$ cat src/rtl/pb_debouncer.sv
// Push-button conditioner: 2-flop synchroniser, debounce FSM, registered press/release strobes.
// Define PB_DEBOUNCER_AUTOREPEAT_EN to add auto-repeat press strobes while the button is held.
module pb_debouncer #(
    parameter int DEBOUNCE_CYCLES = 500000,
    parameter bit ACTIVE_LOW      = 1'b1,
    parameter int REPEAT_DELAY    = 25000000,
    parameter int REPEAT_PERIOD   = 10000000
) (
    input  logic clk,
    input  logic rst,
    input  logic pb_in,
    output logic pb_level,
    output logic press_pulse,
    output logic release_pulse,
    output logic pb_n
);

    localparam int CNT_W = $clog2(DEBOUNCE_CYCLES) + 1;
    localparam logic [CNT_W-1:0] CNT_LAST = CNT_W'(DEBOUNCE_CYCLES - 1);
    localparam logic IDLE_LVL = ACTIVE_LOW;

    if (DEBOUNCE_CYCLES < 1 || REPEAT_DELAY < 1 || REPEAT_PERIOD < 1) begin : g_bad_cfg
        $error("pb_debouncer: DEBOUNCE_CYCLES, REPEAT_DELAY and REPEAT_PERIOD must be >= 1");
    end

    typedef enum logic [1:0] {
        IDLE,
        PRESS_WAIT,
        HELD,
        RELEASE_WAIT
    } state_t;

    state_t           state_q, state_d;
    logic [CNT_W-1:0] cnt_q, cnt_d;
    logic             sync1_q, sync2_q;
    logic             pb_sync;
    logic             level_q, level_d;
    logic             press_q, press_d;
    logic             release_q, release_d;
    logic             pb_n_q, pb_n_d;

`ifdef PB_DEBOUNCER_AUTOREPEAT_EN
    localparam int RPT_MAX = (REPEAT_DELAY > REPEAT_PERIOD) ? REPEAT_DELAY : REPEAT_PERIOD;
    localparam int RPT_W   = $clog2(RPT_MAX) + 1;

    logic [RPT_W-1:0] rpt_q, rpt_d;
    logic             rpt_done_q, rpt_done_d;
    logic [RPT_W-1:0] rpt_last;
`endif

    assign pb_sync = ACTIVE_LOW ? ~sync2_q : sync2_q;

    always_comb begin
        state_d   = state_q;
        cnt_d     = cnt_q;
        press_d   = 1'b0;
        release_d = 1'b0;
        case (state_q)
            IDLE: begin
                if (pb_sync) begin
                    state_d = PRESS_WAIT;
                    cnt_d   = '0;
                end
            end
            PRESS_WAIT: begin
                if (!pb_sync) begin
                    state_d = IDLE;
                end else if (cnt_q == CNT_LAST) begin
                    state_d = HELD;
                    press_d = 1'b1;
                end else begin
                    cnt_d = cnt_q + 1'b1;
                end
            end
            HELD: begin
                if (!pb_sync) begin
                    state_d = RELEASE_WAIT;
                    cnt_d   = '0;
                end
            end
            RELEASE_WAIT: begin
                // Bouncing back to pressed re-enters HELD silently
                if (pb_sync) begin
                    state_d = HELD;
                end else if (cnt_q == CNT_LAST) begin
                    state_d   = IDLE;
                    release_d = 1'b1;
                end else begin
                    cnt_d = cnt_q + 1'b1;
                end
            end
            default: begin
                state_d = IDLE;
                cnt_d   = '0;
            end
        endcase

`ifdef PB_DEBOUNCER_AUTOREPEAT_EN
        // Counter only survives while staying in HELD; any entry or exit clears it
        rpt_last   = rpt_done_q ? RPT_W'(REPEAT_PERIOD - 1) : RPT_W'(REPEAT_DELAY - 1);
        rpt_d      = '0;
        rpt_done_d = 1'b0;
        if (state_q == HELD && state_d == HELD) begin
            if (rpt_q == rpt_last) begin
                press_d    = 1'b1;
                rpt_done_d = 1'b1;
            end else begin
                rpt_d      = rpt_q + 1'b1;
                rpt_done_d = rpt_done_q;
            end
        end
`endif

        level_d = (state_d == HELD) || (state_d == RELEASE_WAIT);
        pb_n_d  = ~press_d;
    end

    always_ff @(posedge clk) begin
        if (rst) begin
            sync1_q   <= IDLE_LVL;
            sync2_q   <= IDLE_LVL;
            state_q   <= IDLE;
            cnt_q     <= '0;
            level_q   <= 1'b0;
            press_q   <= 1'b0;
            release_q <= 1'b0;
            pb_n_q    <= 1'b1;
`ifdef PB_DEBOUNCER_AUTOREPEAT_EN
            rpt_q      <= '0;
            rpt_done_q <= 1'b0;
`endif
        end else begin
            sync1_q   <= pb_in;
            sync2_q   <= sync1_q;
            state_q   <= state_d;
            cnt_q     <= cnt_d;
            level_q   <= level_d;
            press_q   <= press_d;
            release_q <= release_d;
            pb_n_q    <= pb_n_d;
`ifdef PB_DEBOUNCER_AUTOREPEAT_EN
            rpt_q      <= rpt_d;
            rpt_done_q <= rpt_done_d;
`endif
        end
    end

    assign pb_level      = level_q;
    assign press_pulse   = press_q;
    assign release_pulse = release_q;
    assign pb_n          = pb_n_q;

endmodule
$ cat config.mk
export PLATFORM = sky130hd
export DESIGN_NAME = pb_debouncer
export DESIGN_NICKNAME = d
export VERILOG_FILES = /design/src/rtl/pb_debouncer.sv
export SDC_FILE = /design/constraint.sdc
export NUM_CORES = 1
export LEC_CHECK = 0
export BUFFER_PORTS_ARGS = -buffer_cell sky130_fd_sc_hd__buf_2
export CORE_UTILIZATION = 60
export CTS_CLUSTER_SIZE = 24
export DETAILED_ROUTE_END_ITERATION = 12
export PLACE_DENSITY = 0.75
export SYNTH_ARGS = -nofsm -noshare
export SYNTH_HDL_FRONTEND = slang
export SYNTH_SLANG_ARGS = --single-unit
$ cat constraint.sdc
create_clock -name clk -period 4.15 [get_ports clk]
set_input_delay 0.415 -clock clk [delete_from_list [all_inputs] [get_ports clk]]
set_output_delay 0.415 -clock clk [all_outputs]
set_load 0.01 [all_outputs]
==> results of run 1 <==
registers in the layout (all words and copies together) (netlist names):
signal	count
sync1_q	1
pb_level	1
release_pulse	1
sync2_q	1
cnt_q	20
pb_n	1
press_pulse	1
state_q	2
synth_stat cells, drive strengths merged:
cell,number
dfxtp,28
nand4,14
nand2,12
a21oi,11
nand3,10
nor3,10
clkbuf,8
inv,7
nand2b,7
or2,7
nand3b,6
nor2,6
nor4,6
or3,6
mux2i,5
o21ai,5
a31oi,4
nand4b,3
nor2b,3
o2bb2ai,3
o311ai,3
or4,3
and3,2
o211ai,2
o22ai,2
o32ai,2
a211o,1
a211oi,1
and4,1
and4bb,1
ha,1
nor4b,1
o31ai,1
o41ai,1
xnor2,1
xor2,1
cells by family after synthesis:
group | after synthesis | synth area share
buffers and inverters | 15 | 0.0362
adders and majority gates | 1 | 0.00804
and+or+nand+nor | 98 | 0.396
DFF | 28 | 0.360
AOI/OAI and AO/OA | 36 | 0.151
muxes | 5 | 0.0322
xor gates and xnor gates | 2 | 0.0161
stage by stage:
stage | total power [uW] | cells | hold slack, ns | worst slack [ns] | instance area [um^2]
after detailed placement | 297 | 213 | 0.401 | 2.12 | 1590
after global routing | 442 | 217 | 0.253 | 1.96 | 1630
after CTS | 430 | 217 | 0.257 | 2.09 | 1630
after floorplan | 293 | 185 | 0.389 | 2.42 | 1560
final | 429 | 217 | 0.258 | 2.06 | 1630
after global placement | 296 | 213 | 0.395 | 2.20 | 1590
area by class of cell:
cell class,count,share of cell area
Clock buffer,4,0.0223
Inverter,7,0.0161
Multi-Input combinational cell,142,0.576
Sequential cell,28,0.344
Tap cell,30,0.0230
Timing Repair Buffer,6,0.0184
per-layer routing:
metal / vias to the layer above / global-route usage / part of all wire
li1: 715 / - / -
met5: - / 0 / 0
met2: 39 / 0.449 / 0.47
met1: 684 / 0.372 / 0.47
met4: 0 / 0.0614 / 0.010
met3: 6 / 0.0517 / 0.045
critical path, delay by kind of cell (launching register included):
family,cells,cell delay [ns]
AND/OR/NAND/NOR,4,1.19
flip-flops,1,0.81
final timing paths:
check | slack [ns] | endpoint | cells after the start
setup / recovery | 2.06 | pb_n | 4
setup reg to reg | 2.06 | pb_n | 4
hold / removal | 0.26 | sync1_q | 2
hold reg to reg | 0.43 | sync2_q | 1
power by group through the flow:
stage	logic, uW	clock network, uW	registers [uW]
global placement	18.3	0	278
global route	21.5	147	273
detailed placement	19.1	0	278
CTS	19.2	138	273
floorplan	16.4	0	277
finish	19.4	137	273
==> summary.txt, run 1 <==
Synthesis
  – Netlist cell types: 41
  – Mapped Cells: 185
  – Syn avg cell area: 8.41 um^2
  – Top cell type's share of synthesized area: 0.360
  – Synth top area cells: dfxtp_1 (36%), nand4_1 (4.8%), a21oi_1 (3.5%)
  – Syn_nets: 189
  – Post-synthesis sequential area ratio: 0.360
  – Synthesis-stage register bit count: 28
  – Post-Syn Area: 0.00156 mm^2
  – Top cell type by total area after synthesis: dfxtp_1
  – Ys Warns: 0

Pwr
  – Internal power: 330 uW
  – LEAKAGE: 0.000487 uW
  – Sequential Power Share: 0.635
  – Net switching power: 99.5 uW
  – VDD IR max: 0.266 mV
  – Pwr/cell area: 264 mW/mm^2
  – Comb pwr share: 0.045
  – Switching Fraction: 0.232
  – Clock power share: 0.320

Clock tree
  – Clk root buf: clkbuf_4
  – CTS tree: built
  – CTS-repair resized insts: 0
  – # hold bufs at CTS: 0
  – Clock Sinks: 28
  – Worst-Skew Late Latency: 0.33 ns
  – Clock transition at the registers of the reported paths: 0.15 ns
  – Post-CTS Setup Repair Bufs: 0
  – H-tree depth: 1
  – Max clock buf depth: 2
  – CTS Buf Count: 3

Route
  – DRC: 0
  – Via Count: 1,444
  – WL/cell: 16.4 um
  – DR vias/cell: 6.65
  – Post-Route WL: 3570 um
  – TritonRoute pass-1 iters: 4
  – DRT iter0 DRCs: 68
  – Routed Antenna Nets: 0

Timing
  – Worst Tran Pin Value: 1.12 ns
  – Fin Setup TNS: 0 ns
  – Max Slew Vio Count: 0
  – Setup Viol. Count Final: 0
  – Worst clock skew: 0.00237 ns
  – Final Cycle Share: 0.504
  – FMAX: 0.478 GHz
  – RSZ-0062 raised after global routing: no
  – Rel. slew slack: 0.252
  – Fin crit period: 2.09 ns
  – Final hold vios: 0

Hold path
  – Hold Crit Class: in -> reg
  – Min-delay src: pb_in

Run
  – # Max-Cap Violations: 0

Cells and area
  – Most frequent cells in the layout: dfxtp_1 (28), nand2_1 (12), nand4_1 (12)
  – Area Growth Syn to Fin: 4.75%
  – Final net count: 192
  – Share of layout cells above drive strength 1: 0.134
  – Antenna cell count: 0
  – # fillers: 213
  – Multi-input logic area: 938 um^2
  – Fin util: 0.664
  – Commonest non-fill, non-tap cell in the layout: dfxtp_1
  – Sequential cell area: 561 um^2

Placed design
  – Gpl congestion: 0.832
  – Buffers on Ports: 6
  – Hpwl dp: 2450 um

Setup path
  – CP max-delay cell: dfxtp_1
  – Kind of critical path: reg -> reg
  – Critical Path RT: 4.39 ns
  – R2R Path Start: state_q[0]
  – Beginning of the critical path: state_q[0]
  – Critical path peak fanout: 21
  – Startpoint type of the worst setup path: flip-flop
  – Critical path's largest stage delay: 0.81 ns
  – Crit-path cells: nand2b_1, or2_4, or3_4, or3_1
  – Arr. time, crit path: 2.33 ns
  – Critical path endpoint category: flip-flop

Die
  – Starting Density: 0.634
  – # IOs: 7
  – Chip width: 52.9 um
  – Core Region: 0.00245 mm^2
  – Die area: 0.00280 mm^2
  – Die H: 52.9 um
  – Placement Rows: 18

Global routing
  – Initial antenna violation count: 0
  – GRT Overall Usage: 0.275
  – Grt total ovfl: 0
  – First-pass GRT wire length: 5690 um
  – Largest net degree at the start of global routing: 42
  – Number of global-route vias before repair: 1,254

Status
  – Status: complete, no violations
No activity file was read; power rests on OpenSTA's default activity.
==> run 2: changes to the inputs <==
--- a/config.mk
+++ b/config.mk
@@ -5,11 +5,12 @@
 export SDC_FILE = /design/constraint.sdc
 export NUM_CORES = 1
 export LEC_CHECK = 0
+export ABC_AREA = 1
 export BUFFER_PORTS_ARGS = -buffer_cell sky130_fd_sc_hd__buf_2
-export CORE_UTILIZATION = 60
+export CORE_UTILIZATION = 53
 export CTS_CLUSTER_SIZE = 24
 export DETAILED_ROUTE_END_ITERATION = 12
-export PLACE_DENSITY = 0.75
+export PLACE_DENSITY = 0.7
 export SYNTH_ARGS = -nofsm -noshare
 export SYNTH_HDL_FRONTEND = slang
 export SYNTH_SLANG_ARGS = --single-unit
==> constraint.sdc (replaced) <==
create_clock -name clk -period 1.7 [get_ports clk]
set_input_delay 0.17 -clock clk [delete_from_list [all_inputs] [get_ports clk]]
set_output_delay 0.17 -clock clk [all_outputs]
set_load 0.01 [all_outputs]
==> run 2 against run 1 <==
Setup slack worse by 1.9 ns. Largest cell class unchanged. Highest routed layer unchanged. Register-to-register slack worse by 1.9 ns. Non-clock buffer count rose by 4. Clock skew is 0.0028 ns higher. Die area grew 4.6%. Total power up 140%. Area after synthesis shrank 7.5%. Cell area is 4.4% lower.
==> summary.txt, run 2 <==
Status
  – Status: complete, no violations

Die
  – Die area: 0.00293 mm^2 (+4.6%)
  – Placement Rows: 18 (unchanged)
  – Starting Density: 0.570 (-0.0631)
  – Chip width: 54.1 um (+2.3%)
  – Die H: 54.1 um (+2.3%)
  – # IOs: 7 (unchanged)
  – Core Region: 0.00252 mm^2 (+2.8%)

Cells and area
  – Reg with most FFs: cnt_q
  – Commonest non-fill, non-tap cell in the layout: nand2_1
  – Largest register FFs: 20 (unchanged)
  – Antenna cell count: 0 (unchanged)
  – Fin util: 0.618 (-0.0460)
  – Largest regs: cnt_q x20, state_q x2
  – Area Growth Syn to Fin: 8.26%
  – Most frequent cells in the layout: nand2_1 (56), nor2_1 (45), inv_1 (26), dfxtp_1 (26), nand3_1 (16)
  – Share of layout cells above drive strength 1: 0.115 (-0.0192)
  – Final net count: 232 (+21%)

Route
  – DRT iter0 DRCs: 41 (-40%)
  – DR vias/cell: 5.10 (-23%)
  – TritonRoute pass-1 iters: 4 (unchanged)
  – Via Count: 1,311 (-9.2%)
  – WL/cell: 11.4 um (-31%)
  – Post-Route WL: 2920 um (-18%)
  – DRC: 0 (unchanged)
  – Routed Antenna Nets: 0 (unchanged)

Timing
  – Worst Tran Pin Value: 0.392 ns (-0.727 ns)
  – Final Cycle Share: 0.914 (+0.410)
  – Final hold vios: 0 (unchanged)
  – Max Slew Vio Count: 0 (unchanged)
  – Rel. slew slack: 0.739 (+0.487)
  – Fin crit period: 1.55 ns (-0.538 ns)
  – FMAX: 0.643 GHz (+35%)
  – Setup Viol. Count Final: 0 (unchanged)
  – Worst clock skew: 0.00520 ns (+0.00284 ns)
  – Fin Setup TNS: 0 ns (unchanged)
  – Final WS setup: 0.146 ns (-1.91 ns)

Setup path
  – R2R setup slack: 0.15 ns (-1.91 ns)
  – R2R Path Start: cnt_q[1]
  – Arr. time, crit path: 1.79 ns (-0.54 ns)
  – Kind of critical path: reg -> reg
  – Startpoint type of the worst setup path: flip-flop
  – Worst setup path endpoint: state_q[1]
  – Critical path peak fanout: 12 (-43%)
  – Worst R2R End: state_q[1]
  – Critical Path RT: 1.94 ns (-2.45 ns)
  – Worst Reg-to-Reg Cells: 7 (+3)
  – Critical path endpoint category: flip-flop
  – Beginning of the critical path: cnt_q[1]

Synthesis
  – Syn_nets: 223 (+18%)
  – Ys Warns: 0 (unchanged)
  – Synth top area cells: dfxtp_1 (39%), nand2_1 (15%), nor2_1 (12%)
  – Syn avg cell area: 6.57 um^2 (-22%)
  – Post-synth EDFFs: 0 (unchanged)
  – Post-synth ARST share: 0 (unchanged)
  – Top cell type's share of synthesized area: 0.390 (+0.0291)
  – Mapped Cells: 219 (+18%)
  – Post-Syn Area: 0.00144 mm^2 (-7.5%)
  – Netlist cell types: 25 (-39%)
  – Post-synthesis sequential area ratio: 0.390 (+0.0291)
  – Top cells by count, synth: nand2_1 (56), nor2_1 (45), dfxtp_1 (28)
  – Most numerous cell in the Yosys netlist: nand2_1
  – Synthesis-stage register bit count: 28 (unchanged)
  – Primary FF master, synth: dfxtp_1
  – Top cell type by total area after synthesis: dfxtp_1

Pwr
  – Comb pwr share: 0.044 (about the same)
  – Sequential Power Share: 0.635 (about the same)
  – Switching Fraction: 0.228 (-0.00319)
  – Pwr/cell area: 672 mW/mm^2 (+150%)
  – LEAKAGE: 0.000623 uW (+28%)
  – Clock power share: 0.321 (about the same)
  – Tot Pwr: 1050 uW (+140%)
  – VDD IR max: 0.500 mV (+88%)
  – Net switching power: 239 uW (+140%)
  – Internal power: 807 uW (+140%)

Hold path
  – Hold Crit Class: in -> reg

Run
  – # Max-Cap Violations: 0 (unchanged)

Clock tree
  – Clk root buf: clkbuf_4
  – Clock Sinks: 28 (unchanged)
  – Worst-Skew Late Latency: 0.34 ns (about the same)
  – Post-CTS Setup Repair Bufs: 0 (unchanged)
  – Clock transition at the registers of the reported paths: 0.15 ns (about the same)
  – CTS Buf Count: 3 (unchanged)
  – H-tree depth: 1 (unchanged)
  – CTS tree: built
  – Max clock buf depth: 2 (unchanged)

Global routing
  – Initial antenna violation count: 0 (unchanged)
  – First-pass GRT wire length: 4670 um (-18%)
  – GRT Overall Usage: 0.227 (-0.0480)
  – Largest net degree at the start of global routing: 16 (-62%)
  – Number of global-route vias before repair: 1,119 (-11%)
  – Grt total ovfl: 0 (unchanged)

Placed design
  – Hpwl dp: 2150 um (-13%)
  – Worst Setup Slack post-DPL: 0.137 ns (-1.99 ns)
  – Gpl congestion: 0.888 (+6.8%)
  – Buffers on Ports: 6 (unchanged)
[run 2: worst min-delay path by stage]
stage	slack, ns	to	cells after the start	startpoint
after floorplan	0.25	state_q[0]	1	rst
final	0.01	sync1_q	2	pb_in
after global routing	0.0006	sync1_q	2	pb_in
after CTS	0.004	sync1_q	2	pb_in
after global placement	0.36	sync1_q	2	pb_in
after detailed placement	0.37	sync1_q	2	pb_in
[run 2: kinds of logic (layout without fill, tap and decap cells)]
group | count (synthesis) | in the layout | synth area share
flip-flops | 28 | 28 | 0.390
XOR/XNOR | 6 | 6 | 0.0496
AO/OA/AOI/OAI | 19 | 19 | 0.0696
buffers and inverters | 34 | 42 | 0.101
adder cells (fa/ha/maj) | 1 | 1 | 0.00869
AND/OR/NAND/NOR | 131 | 131 | 0.382
[run 2: per-stage QoR]
step | std cells | hold WS, ns | cell area [um^2]
detailed placement | 253 | 0.369 | 1510
global route | 257 | 0.000595 | 1560
CTS | 257 | 0.00383 | 1550
finish | 257 | 0.00970 | 1560
floorplan | 219 | 0.254 | 1440
global placement | 253 | 0.356 | 1510
[run 2: metal layers]
| metal | vias to the layer above | GRT usage | part of all wire |
|---|---|---|---|
| met4 | 0 | 0.141 | 0.031 |
| li1 | 690 | - | - |
| met3 | 8 | 0.0367 | 0.035 |
| met2 | 26 | 0.362 | 0.45 |
| met5 | - | 0 | 0 |
| met1 | 587 | 0.283 | 0.48 |
[run 2: area by class of cell]
class	count	area, um^2
inverters	28	105
clock buffers	4	36.3
multi-input cells	157	743
flip-flops and latches	28	563
fillers	243	965
repair buffers	10	72.6
well taps	30	37.5
[run 2: timing repair]
action | 4_1_cts | 5_1_grt
setup endpoints to repair | 0 | 10
hold buffers | 0 | 0
gates resized for setup | 0 | 4
[run 2: worst max-delay path: stages, from the launching register on]
cell     delay, ns
dfxtp_2       0.38
ha_1          0.20
nand3_1       0.12
nor2_1        0.15
nand3_2       0.12
buf_4         0.20
o21ai_0       0.22
a21oi_1       0.06
[run 2: power groups by stage]
stage | Combinational [uW] | Clock (uW) | Sequential (uW)
floorplan | 34.6 | 0 | 678
global placement | 43.7 | 0 | 678
detailed placement | 44.7 | 0 | 678
CTS | 44.9 | 347 | 664
global route | 50.6 | 356 | 665
finish | 45.8 | 336 | 664
==> run 3: changes to the inputs <==
--- a/config.mk
+++ b/config.mk
@@ -7,10 +7,10 @@
 export LEC_CHECK = 0
 export ABC_AREA = 1
 export BUFFER_PORTS_ARGS = -buffer_cell sky130_fd_sc_hd__buf_2
-export CORE_UTILIZATION = 53
+export CORE_UTILIZATION = 59
 export CTS_CLUSTER_SIZE = 24
 export DETAILED_ROUTE_END_ITERATION = 12
-export PLACE_DENSITY = 0.7
+export PLACE_DENSITY = 0.74
 export SYNTH_ARGS = -nofsm -noshare
 export SYNTH_HDL_FRONTEND = slang
 export SYNTH_SLANG_ARGS = --single-unit
==> constraint.sdc (replaced) <==
create_clock -name clk -period 1.6 [get_ports clk]
set_input_delay 0.16 -clock clk [delete_from_list [all_inputs] [get_ports clk]]
set_output_delay 0.16 -clock clk [all_outputs]
set_load 0.01 [all_outputs]
==> run 3 against run 2 <==
Sequential share of layout area down 1.2 points. Routed wire length up 3.5%. Count of clock-buffer cells in the layout unchanged. Highest routed layer unchanged. Via count up 1.5%. Critical path depth up 2. Cell area up 4.3%.
==> summary.txt, run 3 (same netlist as run 2, synthesis figures left out) <==
Status
  – Status: complete, no violations

Setup path
  – Kind of critical path: reg -> reg
  – R2R Path Start: cnt_q[0]
  – Worst Reg-to-Reg Cells: 9 (+2)
  – CP max-delay cell: dfxtp_2
  – Critical Path RT: 1.88 ns (-0.06 ns)
  – Critical path endpoint category: flip-flop
  – Startpoint type of the worst setup path: flip-flop
  – Critical path's largest stage delay: 0.41 ns (+0.03 ns)
  – R2R setup slack: 0.05 ns (-0.09 ns)
  – Crit-path cells: ha_4, nand3_1, nor2_2, nand3_2, nor2_1, nand3_1, nand2_1, nand2_1, nor2_1
  – Worst R2R End: cnt_q[16]
  – Arr. time, crit path: 1.83 ns (+0.04 ns)
  – Critical path peak fanout: 4 (-8)

Cells and area
  – Final net count: 236 (+1.7%)
  – Share of layout cells above drive strength 1: 0.160 (+0.0456)
  – Design area: 0.00162 mm^2 (+4.3%)
  – Largest register FFs: 20 (unchanged)
  – Fin util: 0.720 (+0.103)
  – Commonest non-fill, non-tap cell in the layout: nand2_1
  – Largest regs: cnt_q x20, state_q x2
  – Area Growth Syn to Fin: 12.9%
  – Antenna cell count: 0 (unchanged)
  – Reg with most FFs: cnt_q
  – Most frequent cells in the layout: nand2_1 (56), nor2_1 (44), inv_1 (26)

Clock tree
  – Clock transition at the registers of the reported paths: 0.15 ns (about the same)
  – Max clock buf depth: 2 (unchanged)
  – CTS Buf Count: 3 (unchanged)
  – Clk root buf: clkbuf_4
  – Worst-Skew Late Latency: 0.34 ns (about the same)
  – CTS tree: built
  – Clock Sinks: 28 (unchanged)
  – H-tree depth: 1 (unchanged)

Timing
  – Setup Viol. Count Final: 0 (unchanged)
  – Worst Tran Pin Value: 0.359 ns (-0.0328 ns)
  – Rel. slew slack: 0.761 (+0.0219)
  – Final Cycle Share: 0.968 (+0.0535)
  – Fin crit period: 1.55 ns (-0.00586 ns)
  – Final hold vios: 0 (unchanged)
  – Final WS setup: 0.0515 ns (-0.0941 ns)
  – Worst clock skew: 0.0111 ns (+0.00592 ns)
  – Fin Setup TNS: 0 ns (unchanged)
  – FMAX: 0.646 GHz (+0.38%)
  – Max Slew Vio Count: 0 (unchanged)

Die
  – # IOs: 7 (unchanged)
  – Placement Rows: 17 (-1)
  – Die area: 0.00264 mm^2 (-9.8%)
  – Starting Density: 0.638 (+0.0677)
  – Die H: 51.4 um (-5.0%)
  – Chip width: 51.4 um (-5.0%)
  – Core Region: 0.00225 mm^2 (-11%)

Route
  – TritonRoute pass-1 iters: 4 (unchanged)
  – DR vias/cell: 5.14 (+0.74%)
  – WL/cell: 11.7 um (+2.7%)
  – DRT iter0 DRCs: 27 (-34%)
  – Routed Antenna Nets: 0 (unchanged)
  – Via Count: 1,331 (+1.5%)
  – DRC: 0 (unchanged)
  – Post-Route WL: 3030 um (+3.5%)

Global routing
  – Number of global-route vias before repair: 1,275 (+14%)
  – Largest net degree at the start of global routing: 16 (unchanged)
  – GRT Overall Usage: 0.259 (+0.0326)
  – Grt total ovfl: 0 (unchanged)
  – Initial antenna violation count: 0 (unchanged)
  – First-pass GRT wire length: 5120 um (+9.6%)

Placed design
  – Area after DPL: 0.00152 mm^2 (+0.83%)
  – Buffers on Ports: 6 (unchanged)
  – Gpl congestion: 0.906 (+2.0%)
  – Hpwl dp: 2210 um (+2.8%)
  – Worst Setup Slack post-DPL: -0.0124 ns (-0.149 ns)

Pwr
  – Pwr/cell area: 683 mW/mm^2 (+1.6%)
  – LEAKAGE: 0.000643 uW (+3.3%)
  – VDD IR max: 0.623 mV (+25%)
  – Tot Pwr: 1110 uW (+5.9%)

Hold path
  – Hold depth: 2 (unchanged)
  – Hold Crit Class: in -> reg
  – Min-delay src: rst
  – Hold Path End: cnt_q[2]

Run
  – # Max-Cap Violations: 0 (unchanged)
[run 3: layout make-up]
| type | instances | area, um^2 |
|---|---|---|
| multi-input combinational | 157 | 768 |
| tap | 28 | 35.0 |
| inverter | 28 | 105 |
| clock buffer | 4 | 36.3 |
| sequential | 28 | 567 |
| timing repair buffer | 14 | 113 |
| fill | 189 | 631 |
[run 3: per-layer routing]
layer	vias to the layer above	GRT usage	wire length, um
met4	0	0.140	109
met3	13	0.0417	97
met2	27	0.418	1420
met1	589	0.328	1400
met5	-	0	0
li1	702	-	-
[run 3: per-stage QoR]
step | hold WS, ns | instances
finish | 0.115 | 259
global placement | 0.344 | 253
floorplan | 0.244 | 219
detailed placement | 0.357 | 253
global route | 0.117 | 259
CTS | 0.115 | 258
[run 3: repair_timing]
item / 4_1_cts / 5_1_grt
buffers inserted: 0 / 1
hold buffers: 1 / 0
gates resized for setup: 2 / 13
hold endpoints to repair: 1 / 0
pin swaps: 0 / 1
endpoints found under the setup margin: 5 / 22
[run 3: worst max-delay path by stage]
stage	depth (start not counted)	start	slack [ns]	to
detailed placement	10	cnt_q[0]	-0.01	cnt_q[17]
finish	9	cnt_q[0]	0.05	cnt_q[16]
global placement	10	cnt_q[0]	0.11	cnt_q[17]
global route	9	cnt_q[0]	-0.04	cnt_q[18]
floorplan	7	cnt_q[0]	0.18	pb_level
CTS	7	cnt_q[1]	0.004	pb_level
[run 3: critical path: cells and delay by family, from the launching register on]
kind	cells	cell delay [ns]
adders and majority gates	1	0.17
and+or+nand+nor	8	0.91
DFF	1	0.41
[run 3: power breakdown]
| part | internal [uW] | leakage (uW) | switching [uW] |
|---|---|---|---|
| clock network | 140 | 0.0000210 | 208 |
| logic | 20.9 | 0.000394 | 33.5 |
| registers | 702 | 0.000229 | 4.84 |
